--- config.mk ---
export PLATFORM = sky130hd
export DESIGN_NAME = mem_wb_pipe
export DESIGN_NICKNAME = d
export VERILOG_FILES = /design/src/rtl/mem_wb_pipe_pkg.sv /design/src/rtl/mem_wb_pipe_skid.sv /design/src/rtl/mem_wb_pipe.sv
export SDC_FILE = /design/constraint.sdc
export NUM_CORES = 1
export LEC_CHECK = 0
export ABC_AREA = 1
export ABC_CLOCK_PERIOD_IN_PS = 6200
export CAP_MARGIN = 10
export CORE_MARGIN = 2
export CORE_UTILIZATION = 30
export CTS_BUF_LIST = sky130_fd_sc_hd__clkbuf_4
export DETAILED_ROUTE_END_ITERATION = 6
export PLACE_DENSITY = 0.63
export SLEW_MARGIN = 20
export SYNTH_ARGS = -nofsm -noshare
export SYNTH_HDL_FRONTEND = slang
export SYNTH_HIERARCHICAL = 1
export SYNTH_SLANG_ARGS = --single-unit
--- constraint.sdc ---
create_clock -name clk_i -period 6.2 [get_ports clk_i]
set_clock_uncertainty 0.1 [all_clocks]
set_input_delay 0.62 -clock clk_i [delete_from_list [all_inputs] [get_ports clk_i]]
set_output_delay 0.62 -clock clk_i [all_outputs]
set_load 0.01 [all_outputs]
--- src/rtl/mem_wb_pipe_pkg.sv ---
// -----------------------------------------------------------------------------
// mem_wb_pipe_pkg
//   Shared definitions for the MEM->WB elastic pipeline register.
//   - skid_state_t  : occupancy of one elastic stage (main slot / main+skid)
//   - payload_w()   : packed payload width {RegWrite, MemtoReg, RDaddr, ALU, Mem}
//   - off_*()       : bit offsets of each field inside the packed payload
//   Field layout, MSB to LSB:
//     [off_rw]             RegWrite
//     [off_m2r]            MemtoReg
//     [off_rd  +: ADDR_W]  RDaddr
//     [off_alu +: DATA_W]  ALU result
//     [off_mem +: DATA_W]  memory read data
// -----------------------------------------------------------------------------
package mem_wb_pipe_pkg;

    typedef enum logic [1:0] {
        ST_EMPTY = 2'd0,
        ST_ONE   = 2'd1,
        ST_FULL  = 2'd2
    } skid_state_t;

    function automatic int payload_w(input int data_w, input int addr_w);
        return 2 + addr_w + 2 * data_w;
    endfunction

    function automatic int off_mem();
        return 0;
    endfunction

    function automatic int off_alu(input int data_w);
        return data_w;
    endfunction

    function automatic int off_rd(input int data_w);
        return 2 * data_w;
    endfunction

    function automatic int off_m2r(input int data_w, input int addr_w);
        return 2 * data_w + addr_w;
    endfunction

    function automatic int off_rw(input int data_w, input int addr_w);
        return 2 * data_w + addr_w + 1;
    endfunction

endpackage

--- src/rtl/mem_wb_pipe_skid.sv ---
// -----------------------------------------------------------------------------
// pipe_skid_stage
//   One elastic pipeline stage with a main slot and a skid slot.
//   Occupancy: EMPTY -> ONE (main valid) -> FULL (main + skid valid).
//   ready is derived only from registered state (never from out_ready), so
//   chaining stages builds no combinational ready path.
// Ports
//   clk, rst   clock, async active-high reset
//   en         run enable; 0 holds state and payload exactly
//   flush      clears both valid bits at the next edge (beats en)
//   in_valid   upstream has an entry
//   in_data    upstream payload
//   ready      stage can take an entry this cycle (skid slot free)
//   out_ready  downstream takes the main-slot entry this cycle
//   out_valid  main slot holds an entry
//   out_data   main-slot payload (stale when out_valid = 0)
// -----------------------------------------------------------------------------
module pipe_skid_stage
    import mem_wb_pipe_pkg::*;
#(
    parameter int PW = 8
) (
    input  logic          clk,
    input  logic          rst,
    input  logic          en,
    input  logic          flush,
    input  logic          in_valid,
    input  logic [PW-1:0] in_data,
    output logic          ready,
    input  logic          out_ready,
    output logic          out_valid,
    output logic [PW-1:0] out_data
);

    skid_state_t   state;
    logic [PW-1:0] main_q;
    logic [PW-1:0] skid_q;
    logic          push;
    logic          pop;

    assign ready     = (state != ST_FULL);
    assign out_valid = (state != ST_EMPTY);
    assign out_data  = main_q;

    assign push = en & in_valid & ready;
    assign pop  = en & out_ready & out_valid;

    // Payload registers only load on a push (or skid->main on pop from FULL);
    // an empty slot keeps stale data, masked by the valid state.
    always_ff @(posedge clk or posedge rst) begin
        if (rst) begin
            state  <= ST_EMPTY;
            main_q <= '0;
            skid_q <= '0;
        end else if (flush) begin
            state <= ST_EMPTY;
        end else begin
            case (state)
                ST_EMPTY: begin
                    if (push) begin
                        main_q <= in_data;
                        state  <= ST_ONE;
                    end
                end
                ST_ONE: begin
                    if (push && pop) begin
                        main_q <= in_data;
                    end else if (push) begin
                        skid_q <= in_data;
                        state  <= ST_FULL;
                    end else if (pop) begin
                        state <= ST_EMPTY;
                    end
                end
                ST_FULL: begin
                    // ready is low here, so no push can coincide with the pop
                    if (pop) begin
                        main_q <= skid_q;
                        state  <= ST_ONE;
                    end
                end
                default: state <= ST_EMPTY;
            endcase
        end
    end

endmodule

--- src/rtl/mem_wb_pipe.sv ---
// -----------------------------------------------------------------------------
// mem_wb_pipe
//   Elastic MEM->WB pipeline register: DEPTH chained skid stages carrying
//   {RegWrite, MemtoReg, RDaddr, ALU result, memory data}, with valid/ready
//   flow control, cache-miss stall, run enable, flush and per-stage
//   forwarding taps for the hazard/forwarding unit.
// Parameters
//   DATA_W  ALU result / memory data width
//   ADDR_W  register-file address width
//   DEPTH   number of elastic stages (1..4) = empty-pipe latency in cycles
// Ports
//   clk_i, rst_i           clock, async active-high reset
//   start_i, cpu_stall_i   run enable / cache-miss stall (either freezes all)
//   flush_i                kill every in-flight entry at the next edge
//   in_valid_i/in_ready_o  upstream handshake
//   RegWrite_i .. Mem_data_i  incoming payload
//   out_valid_o/out_ready_i   write-back handshake
//   RegWrite_o             write strobe: delivered entry with RegWrite set
//   RDaddr_o, WB_data_o    last-stage destination and selected write-back value
//   fwd_valid_o/rd/data    per-stage main-slot taps, stage k at slice k
// -----------------------------------------------------------------------------
module mem_wb_pipe
    import mem_wb_pipe_pkg::*;
#(
    parameter int DATA_W = 32,
    parameter int ADDR_W = 5,
    parameter int DEPTH  = 1
) (
    input  logic                    clk_i,
    input  logic                    rst_i,
    input  logic                    start_i,
    input  logic                    cpu_stall_i,
    input  logic                    flush_i,
    input  logic                    in_valid_i,
    output logic                    in_ready_o,
    input  logic                    RegWrite_i,
    input  logic                    MemtoReg_i,
    input  logic [ADDR_W-1:0]       RDaddr_i,
    input  logic [DATA_W-1:0]       ALU_Result_i,
    input  logic [DATA_W-1:0]       Mem_data_i,
    output logic                    out_valid_o,
    input  logic                    out_ready_i,
    output logic                    RegWrite_o,
    output logic [ADDR_W-1:0]       RDaddr_o,
    output logic [DATA_W-1:0]       WB_data_o,
    output logic [DEPTH-1:0]        fwd_valid_o,
    output logic [DEPTH*ADDR_W-1:0] fwd_rd_o,
    output logic [DEPTH*DATA_W-1:0] fwd_data_o
);

    localparam int PW      = payload_w(DATA_W, ADDR_W);
    localparam int OFF_MEM = off_mem();
    localparam int OFF_ALU = off_alu(DATA_W);
    localparam int OFF_RD  = off_rd(DATA_W);
    localparam int OFF_M2R = off_m2r(DATA_W, ADDR_W);
    localparam int OFF_RW  = off_rw(DATA_W, ADDR_W);

    logic          active;
    logic [PW-1:0] in_pl;
    logic [PW-1:0] last_pl;

    // Link k connects stage k-1 (producer) to stage k (consumer);
    // link 0 is the upstream port, link DEPTH is the write-back port.
    logic [DEPTH:0] lnk_valid;
    logic [DEPTH:0] lnk_ready;
    logic [PW-1:0]  lnk_data [DEPTH+1];

    assign active = start_i & ~cpu_stall_i;
    assign in_pl  = {RegWrite_i, MemtoReg_i, RDaddr_i, ALU_Result_i, Mem_data_i};

    assign lnk_valid[0]     = in_valid_i;
    assign lnk_data[0]      = in_pl;
    assign lnk_ready[DEPTH] = out_ready_i;

    for (genvar k = 0; k < DEPTH; k++) begin : g_stage
        pipe_skid_stage #(
            .PW(PW)
        ) u_stage (
            .clk       (clk_i),
            .rst       (rst_i),
            .en        (active),
            .flush     (flush_i),
            .in_valid  (lnk_valid[k]),
            .in_data   (lnk_data[k]),
            .ready     (lnk_ready[k]),
            .out_ready (lnk_ready[k+1]),
            .out_valid (lnk_valid[k+1]),
            .out_data  (lnk_data[k+1])
        );

        // Forwarding taps look at the main slot only: it holds the oldest
        // entry of the stage, which is the one the hazard unit must see.
        assign fwd_valid_o[k] = lnk_valid[k+1] & lnk_data[k+1][OFF_RW];
        assign fwd_rd_o[k*ADDR_W +: ADDR_W] = lnk_data[k+1][OFF_RD +: ADDR_W];
        assign fwd_data_o[k*DATA_W +: DATA_W] = lnk_data[k+1][OFF_M2R]
                                              ? lnk_data[k+1][OFF_MEM +: DATA_W]
                                              : lnk_data[k+1][OFF_ALU +: DATA_W];
    end

    assign last_pl = lnk_data[DEPTH];

    // Handshake outputs are masked while frozen; the flush cycle never
    // presents a deliverable entry, so no write-back can slip through it.
    assign in_ready_o  = active & ~rst_i & lnk_ready[0];
    assign out_valid_o = active & ~flush_i & lnk_valid[DEPTH];
    assign RegWrite_o  = out_valid_o & out_ready_i & last_pl[OFF_RW];
    assign RDaddr_o    = last_pl[OFF_RD +: ADDR_W];
    assign WB_data_o   = last_pl[OFF_M2R] ? last_pl[OFF_MEM +: DATA_W]
                                          : last_pl[OFF_ALU +: DATA_W];

endmodule

Word level (Yosys, flattened, before mapping)
Index checks and enable logic that the tools add are counted.
{ "op_classes": {"eq_ne": 10, "n_reduce_logical": 7, "n_mux": 12, "bitwise": 16} }
{ "op_table": {"columns": ["op", "n"], "rows": [
  ["two-way mux 71 bit", 3],
  ["case mux 71 bit (3 select lines)", 1],
  ["two-way mux 32 bit", 1],
  ["bitwise AND 1 bit", 12],
  ["two-way mux 2 bit", 6],
  ["AND reduction 4 bit", 2],
  ["inequality test 2 x 1 -> 1 bit, second input constant", 3],
  ["inequality test 3 x 2 -> 1 bit, second input constant", 2],
  ["case mux 2 bit (3 select lines)", 1],
  ["AND reduction 5 bit", 1],
  ["inequality test 4 x 2 -> 1 bit, second input constant", 1],
  ["NOT 1 bit", 4],
  ["inequality test 3 bit, second input constant", 1],
  ["nonzero test 3 bit", 1],
  ["== test 2 x 1 -> 1 bit, second input constant", 1],
  ["== test 2 bit, second input constant", 1],
  ["logical NOT 2 bit", 1],
  ["inequality test 2 bit, second input constant", 1],
  ["nonzero test 2 bit", 1],
  ["logical AND 1 bit", 1]
]} }
{ "word_totals": {"ff_bits": 144, "output_inout_bits": 78, "in_bits": 78} }

Longest topological paths before layout
Gate-level depths: netlist (run 1).
{ "depth": {"depth_word": 9, "depth_mapped": 10} }

By module
Netlist (run 1), hierarchy kept.
{ "by_module_without_submodules": {"columns": ["module", "seq_area_each_um2", "area_per_inst_um2", "n_inst", "cells_each"], "rows": [
  ["pipe_skid_stage", 3603.5, 6403.6, 1, 798],
  ["mem_wb_pipe", 0.0, 935.9, 1, 152]
]} }

Least setup slack after synthesis (run 1)
OpenSTA, ideal clock, no wires.
{ "synth_path": {"path_kind": "input to register", "startpoint": "input start_i", "endpoint": "register g_stage[0].u_stage.skid_q[39]", "setup_slack_ps": 4288, "arrival_ps": 1688, "cell_stages": 9, "setup_ps": 124, "cell_sequence": "inv_1 > nor2_1 > nand2_1 > nor3_2 > nand2_2 > buf_4 > buf_2 > nor2_1 > a21oi_1"} }
{ "synth_via": {"elab_chain_cells": 6} }
{ "synth_lines": {"columns": ["element", "line_no", "rtl"], "rows": [
  ["start, declared", "mem_wb_pipe.sv:31", "input logic start_i,"],
  ["bitwise AND 1 bit *", "mem_wb_pipe.sv:68", "assign active = start_i & ~cpu_stall_i;"],
  ["named net active", "mem_wb_pipe.sv:58", "logic active;"],
  ["bitwise AND 1 bit, on equally long branches (2 in a row)", "mem_wb_pipe_skid.sv:45, mem_wb_pipe_skid.sv:46", null],
  ["logical AND 1 bit", "mem_wb_pipe_skid.sv:66", "if (push && pop) begin"],
  ["NOT 1 bit (no line)", null, null],
  ["AND reduction 4 bit (no line) *", null, null],
  ["end signal, assigned", "mem_wb_pipe_skid.sv:69", "skid_q <= in_data;"],
  ["end, declared", "mem_wb_pipe_skid.sv:37", "logic [PW-1:0] skid_q;"]
]} }
Mark *: on every way through the listed nets, which the timed path passes. The rest lies on a longest branch.
A chain may end at the register's enable or synchronous reset.

Final worst setup path (run 1)
{ "layout_path": {"startpoint": "register g_stage[0].u_stage.main_q[69]", "endpoint": "output WB_data_o[15]"} }
{ "layout_via": {"elab_chain_cells": 1} }
{ "layout_lines": {"columns": ["element", "line_no", "rtl"], "rows": [
  ["start, declared", "mem_wb_pipe_skid.sv:36", "logic [PW-1:0] main_q;"],
  ["start signal, assigned", "mem_wb_pipe_skid.sv:61", "main_q <= in_data;"],
  ["start signal, assigned", "mem_wb_pipe_skid.sv:67", "main_q <= in_data;"],
  ["start signal, assigned", "mem_wb_pipe_skid.sv:78", "main_q <= skid_q;"],
  ["two-way mux 32 bit", "mem_wb_pipe.sv:108", "assign WB_data_o = last_pl[OFF_M2R] ? last_pl[OFF_MEM +: DATA_W]"],
  ["end, declared", "mem_wb_pipe.sv:45", "output logic [DATA_W-1:0] WB_data_o,"]
]} }
Every way passes these cells.

==> summary.txt, run 1 <==
Routing
  – Via count: 6088
  – Drt via density: 4.43
  – Number of remaining DRC errors: 0
  – DR WL/cell: 13.3 um
  – Wirelength, routed: 18.3 mm
  – DRT iter0 DRCs: 367
  – Total iterations of the first detailed-routing run: 5
  – Antenna violation net count after detailed routing: 0

Worst setup path
  – Worst Path Buf+Inv: 2
  – Critical path class: reg2out
  – Worst path max stage delay: 0.65 ns
  – Biggest fanout along the worst timing path: 64
  – Crit-path cells: buf_4 -> nand2_1 -> o21ai_2 -> clkdlybuf4s50_1
  – Standard cell with the maximum stage delay on the critical path: sky130_fd_sc_hd__buf_4
  – Worst Path Required: 5.48 ns
  – Kind of end point of the critical path: output pin
  – Crit start category: flip-flop
  – Worst path arrival time: 2.59 ns
  – Cell type group with the largest total delay on the critical path: buffers and inverters

CTS
  – Clk Tree Root Cell: sky130_fd_sc_hd__clkbuf_4
  – Quantity of hold-fixing buffers added after cts: 0
  – Clock buffer depth: 2
  – Clock sink count: 144
  – Clock tree from TritonCTS: done
  – Total of cells resized after clock tree synthesis: 0
  – H-Tree Level Count: 4
  – Post-CTS clock slew at the launch and capture registers of the worst setup and hold paths: 0.14 ns
  – Source-to-sink clock delay at the later pin of the worst-skew pair: 0.57 ns
  – Number of CTS-inserted buffers: 17
  – Number of setup buffers added after CTS: 0

Yosys
  – Syn Nets: 1028
  – Number of distinct library cells after synthesis: 22
  – Total of warnings raised by yosys: 6
  – Yosys top cell area share: 49.1%
  – Syn_area_per_cell: 7.73 um2
  – Summed instance area of the synthesized netlist: 7340 um2
  – Fraction of the yosys area taken by sequential cells: 49.1%
  – Biggest area contributors in the synthesized netlist: sky130_fd_sc_hd__dfrtp_1 49%, sky130_fd_sc_hd__nand2_1 13%, sky130_fd_sc_hd__inv_1 5.7%
  – Synth Register Bits: 144
  – Cell taking the most area after synthesis: sky130_fd_sc_hd__dfrtp_1
  – Cells after Synth: 950

Global routing
  – Maximum number of pins on one net before global-route repair: 98
  – Number of global-route vias before repair: 6032
  – Antenna violations before repair: 3
  – Global-route wire length before repair: 30.9 mm
  – GR Overflow Total: 0
  – Total Routing Usage GR: 14.9%

Layout
  – Signed area change from the synthesized netlist to the final layout: 24.1%
  – Leading cell types in the layout, fill and taps excluded: 260 x sky130_fd_sc_hd__nand2_1, 155 x sky130_fd_sc_hd__clkdlybuf4s50_1, 143 x sky130_fd_sc_hd__dfrtp_1
  – Leading cell type in the layout, fill and taps excluded: sky130_fd_sc_hd__nand2_1
  – Util after Layout: 37.7%
  – Fraction of layout cells with a size suffix above 1: 7.63%
  – NumNets Final: 1114

Floorplan
  – Area of the core: 24200 um2
  – Overall die width: 160 um
  – Starting density of the core: 30.4%
  – Full die area: 25700 um2
  – Vert. Die Dim: 160 um
  – Number of top-level design ports: 156
  – Core Rows: 57

Placed design
  – Dpl hpwl: 11.9 mm
  – Buffers on Ports: 155
  – Final RePlAce weighted congestion: 0.763

Power
  – Max IR drop VDD: 185 uV
  – Total power after layout: 4.06 mW
  – Cell leakage power: 4.62 nW
  – PwrDens: 445 nW/um2

Outcome
  – Outcome: finished clean

Worst hold path
  – Kind of path behind the tightest hold check: reg2reg

STA
  – Fin. Hold Viols: 0
  – RSZ-0062 raised after global routing: no
  – Achievable frequency: 302 MHz
  – Pin slew with the least headroom to its limit: 0.877 ns
  – Time the final worst path needs with I/O delays and setup: 3.31 ns
  – Worst relative slew slack: 41.5%
  – Final Slew Violations: 0
  – Final setup viols: 0
  – Final clock period utilization by the worst path: 53.4%
  – Setup_tns: 0 ns

Run
  – Max-cap viol count: 0
==> flip-flops by register name (all words and copies together) (netlist names) <==
name / count
g_stage.u_stage/out_data: 71
g_stage.u_stage/skid_q: 71
g_stage.u_stage/state: 2
==> power breakdown <==
group,total (mW),switching (mW),internal (mW)
Combinational,1.77,0.916,0.851
Clock,0.726,0.362,0.365
Sequential,1.56,0.212,1.35
==> Yosys cell counts <==
library cell,n
sky130_fd_sc_hd__dfrtp_1,144
sky130_fd_sc_hd__o21ai_2,30
sky130_fd_sc_hd__inv_2,2
sky130_fd_sc_hd__buf_4,38
sky130_fd_sc_hd__o31ai_1,1
sky130_fd_sc_hd__buf_12,1
sky130_fd_sc_hd__buf_1,6
sky130_fd_sc_hd__nand3_1,72
sky130_fd_sc_hd__buf_2,29
sky130_fd_sc_hd__nor2_1,78
sky130_fd_sc_hd__inv_1,112
sky130_fd_sc_hd__nor3_2,1
sky130_fd_sc_hd__buf_8,3
sky130_fd_sc_hd__buf_6,3
sky130_fd_sc_hd__nand2_1,260
sky130_fd_sc_hd__o21ai_0,73
sky130_fd_sc_hd__nand4_1,1
sky130_fd_sc_hd__nand2_2,6
sky130_fd_sc_hd__o21ai_1,2
sky130_fd_sc_hd__clkbuf_1,15
sky130_fd_sc_hd__nor2_4,1
sky130_fd_sc_hd__a21oi_1,72
==> per-layer routing <==
metal | vias up | global-route usage (%) | routed length [um]
met5 | - | 0 | 13
met4 | 2 | 3.77 | 198
met3 | 15 | 4.52 | 962
met2 | 151 | 23.5 | 8300
met1 | 2815 | 20.1 | 8830
li1 | 3105 | - | -
==> worst min-delay path, stage by stage, from the launching register on <==
cell                      delay (ns)
sky130_fd_sc_hd__dfrtp_1        0.36
sky130_fd_sc_hd__nand2_1        0.05
sky130_fd_sc_hd__nand2_1        0.04
==> worst paths after layout <==
check,startpoint,to,slack [ns],cells after the start
hold / removal,g_stage[0].u_stage/out_data[49]$_DFFE_PP0P_,g_stage[0].u_stage/out_data[49]$_DFFE_PP0P_,0.38,2
hold reg to reg,g_stage[0].u_stage/out_data[49]$_DFFE_PP0P_,g_stage[0].u_stage/out_data[49]$_DFFE_PP0P_,0.38,2
setup reg to reg,g_stage[0].u_stage/state[0]$_DFFE_PP0P_,g_stage[0].u_stage/out_data[55]$_DFFE_PP0P_,3.41,8
min in group asynchronous,rst_i,g_stage[0].u_stage/state[0]$_DFFE_PP0P_,0.50,2
max in group asynchronous,rst_i,g_stage[0].u_stage/out_data[52]$_DFFE_PP0P_,4.23,3
setup / recovery,g_stage[0].u_stage/out_data[69]$_DFFE_PP0P_,WB_data_o[15],2.89,4
==> area by class of cell <==
cell class | instances | area (um2)
Clock buffer | 18 | 135
Timing Repair Buffer | 162 | 1600
Inverter | 114 | 433
Antenna cell | 2 | 5.00
Sequential cell | 144 | 3600
Multi-Input combinational cell | 597 | 2710
Fill cell | 2523 | 15100
Tap cell | 324 | 405
Clock inverter | 14 | 214
==> logic make-up (layout without fill, tap and decap cells) <==
family / after synthesis / in the layout / synth area share (%)
other: 0 / 2 / 0
DFF: 144 / 144 / 49.1
buffers and inverters: 209 / 308 / 14.1
and+or+nand+nor: 419 / 419 / 23.1
AOI/OAI and AO/OA: 178 / 178 / 13.7
==> through the flow <==
| step | setup slack, ns | hold WS [ns] | instance area [um2] | cells |
|---|---|---|---|---|
| after floorplan | 1.61 | 0.342 | 7340 | 950 |
| after global placement | 3.00 | 0.354 | 8760 | 1341 |
| after detailed placement | 2.90 | 0.359 | 8760 | 1341 |
| after CTS | 2.81 | 0.388 | 9110 | 1373 |
| after global routing | 2.65 | 0.408 | 9110 | 1374 |
| final | 2.89 | 0.384 | 9110 | 1375 |
Power figures use the tool's default switching activity.
==> inputs of run 2 (changes only) <==
ABC_CLOCK_PERIOD_IN_PS = 3200   (was 6200)
clock period = 3.2 ns   (was 6.2 ns; I/O delays follow)
==> summary.txt, run 2 (synthesis gave the netlist of run 1 again) <==
Power
  – PwrDens: 838 nW/um2
  – Cell leakage power: 4.64 nW
  – Max IR drop VDD: 378 uV

Worst setup path
  – Worst Path Required: 2.78 ns
  – Kind of end point of the critical path: output pin
  – Reg-to-reg critical path startpoint: g_stage[0].u_stage/state[0]$_DFFE_PP0P_
  – Crit start category: flip-flop
  – Startpoint of the most critical setup path: g_stage[0].u_stage/out_data[69]$_DFFE_PP0P_
  – Standard cell with the maximum stage delay on the critical path: sky130_fd_sc_hd__dfrtp_2
  – Biggest fanout along the worst timing path: 25
  – Critical path class: reg2out
  – Crit-path cells: buf_4 -> nand2_1 -> o21ai_2 -> clkdlybuf4s50_1
  – Worst path arrival time: 2.51 ns
  – Worst path max stage delay: 0.73 ns

STA
  – Setup_tns: 0 ns
  – Worst hold slack: 0.177 ns
  – Pin slew with the least headroom to its limit: 0.579 ns
  – Final Slew Violations: 0
  – Time the final worst path needs with I/O delays and setup: 2.93 ns
  – RSZ-0062 raised after global routing: no
  – Achievable frequency: 341 MHz
  – Final setup viols: 0
  – Final clock period utilization by the worst path: 91.7%
  – Fin. Hold Viols: 0
  – Worst relative slew slack: 61.4%

Layout
  – NumNets Final: 1118
  – Fraction of layout cells with a size suffix above 1: 8.07%
  – Signed area change from the synthesized netlist to the final layout: 24.6%
  – Filler cell count in the final layout: 2514
  – Leading cell type in the layout, fill and taps excluded: sky130_fd_sc_hd__nand2_1
  – Final instance area: 9150 um2
  – Leading cell types in the layout, fill and taps excluded: 260 x sky130_fd_sc_hd__nand2_1, 155 x sky130_fd_sc_hd__clkdlybuf4s50_1, 143 x sky130_fd_sc_hd__dfrtp_1

CTS
  – Clock tree from TritonCTS: done
  – Number of CTS-inserted buffers: 17
  – Quantity of hold-fixing buffers added after cts: 0
  – Clock buffer depth: 2
  – Number of setup buffers added after CTS: 0
  – Total of cells resized after clock tree synthesis: 0
  – Clk Tree Root Cell: sky130_fd_sc_hd__clkbuf_4
  – Clock sink count: 144
  – Post-CTS clock slew at the launch and capture registers of the worst setup and hold paths: 0.15 ns
  – H-Tree Level Count: 4
  – Source-to-sink clock delay at the later pin of the worst-skew pair: 0.55 ns

Global routing
  – Antenna violations before repair: 2
  – Global-route wire length before repair: 30.3 mm
  – Maximum number of pins on one net before global-route repair: 112
  – Number of global-route vias before repair: 5906
  – Total Routing Usage GR: 14.7%
  – GR Overflow Total: 0

Worst hold path
  – Kind of path behind the tightest hold check: in2async

Routing
  – DRT iter0 DRCs: 393
  – DR WL/cell: 13.2 um
  – Drt via density: 4.41
  – Total iterations of the first detailed-routing run: 5
  – Antenna violation net count after detailed routing: 0
  – Via count: 6078
  – Wirelength, routed: 18.2 mm
  – Number of remaining DRC errors: 0

Placed design
  – Buffers on Ports: 155
  – Final RePlAce weighted congestion: 0.811
  – Cell area after placement: 8850 um2
  – Dpl hpwl: 11.5 mm

Floorplan
  – Full die area: 25700 um2
  – Area of the core: 24200 um2
  – Vert. Die Dim: 160 um
  – Number of top-level design ports: 156
  – Overall die width: 160 um
  – Starting density of the core: 30.4%
  – Core Rows: 57

Run
  – Max-cap viol count: 0

Outcome
  – Outcome: finished clean
[run 2: report_power, final]
| part | switching, mW | total [mW] | internal (mW) |
|---|---|---|---|
| combinational | 1.69 | 3.38 | 1.69 |
| clock | 0.788 | 1.21 | 0.426 |
| sequential | 0.455 | 3.07 | 2.61 |
| total | 2.93 | 7.66 | 4.73 |
[run 2: final timing paths]
| path | end | slack, ns | cells after the start |
|---|---|---|---|
| min | g_stage[0].u_stage/skid_q[66]$_DFFE_PP0P_ | 0.18 | 3 |
| max in group asynchronous | g_stage[0].u_stage/out_data[69]$_DFFE_PP0P_ | 2.32 | 3 |
| min reg2reg | g_stage[0].u_stage/out_data[41]$_DFFE_PP0P_ | 0.38 | 2 |
| max | WB_data_o[28] | 0.27 | 4 |
| min in group clk_i | g_stage[0].u_stage/skid_q[16]$_DFFE_PP0P_ | 0.24 | 3 |
| max reg2reg | g_stage[0].u_stage/out_data[4]$_DFFE_PP0P_ | 1.09 | 8 |
[run 2: critical path: cells and delay by family, from the launching register on]
family | cells | cell delay, ns
buffers and inverters | 2 | 1.00
AOI/OAI and AO/OA | 1 | 0.12
DFF | 1 | 0.73
and+or+nand+nor | 1 | 0.13
[run 2: per-stage QoR]
| step | instances | worst slack (ns) | util [%] | power [mW] |
|---|---|---|---|---|
| after detailed placement | 1345 | 0.706 | 36.6 | 6.53 |
| after CTS | 1377 | 0.180 | 37.8 | 7.78 |
| final | 1379 | 0.265 | 37.8 | 7.66 |
| after global routing | 1379 | 0.0477 | 37.8 | 8.28 |
| after global placement | 1345 | 0.767 | 36.6 | 6.45 |
| after floorplan | 950 | 0.975 | - | 5.27 |
[run 2: metal layers]
metal	share of wire [%]	track usage (%)
met4	0.79	3.24
met2	45	23.3
met5	0	0
met3	5.2	3.98
met1	49	20.0
[run 2: final cells by class]
| class | count | area [um2] | area share (%) |
|---|---|---|---|
| sequential | 144 | 3600 | 39.4 |
| multi-input combinational | 597 | 2710 | 29.6 |
| timing repair buffer | 166 | 1700 | 18.6 |
| inverter | 114 | 432 | 4.72 |
| tap | 324 | 405 | 4.43 |
| clock inverter | 15 | 164 | 1.79 |
| clock buffer | 17 | 128 | 1.40 |
| antenna | 2 | 5.00 | 0.0547 |
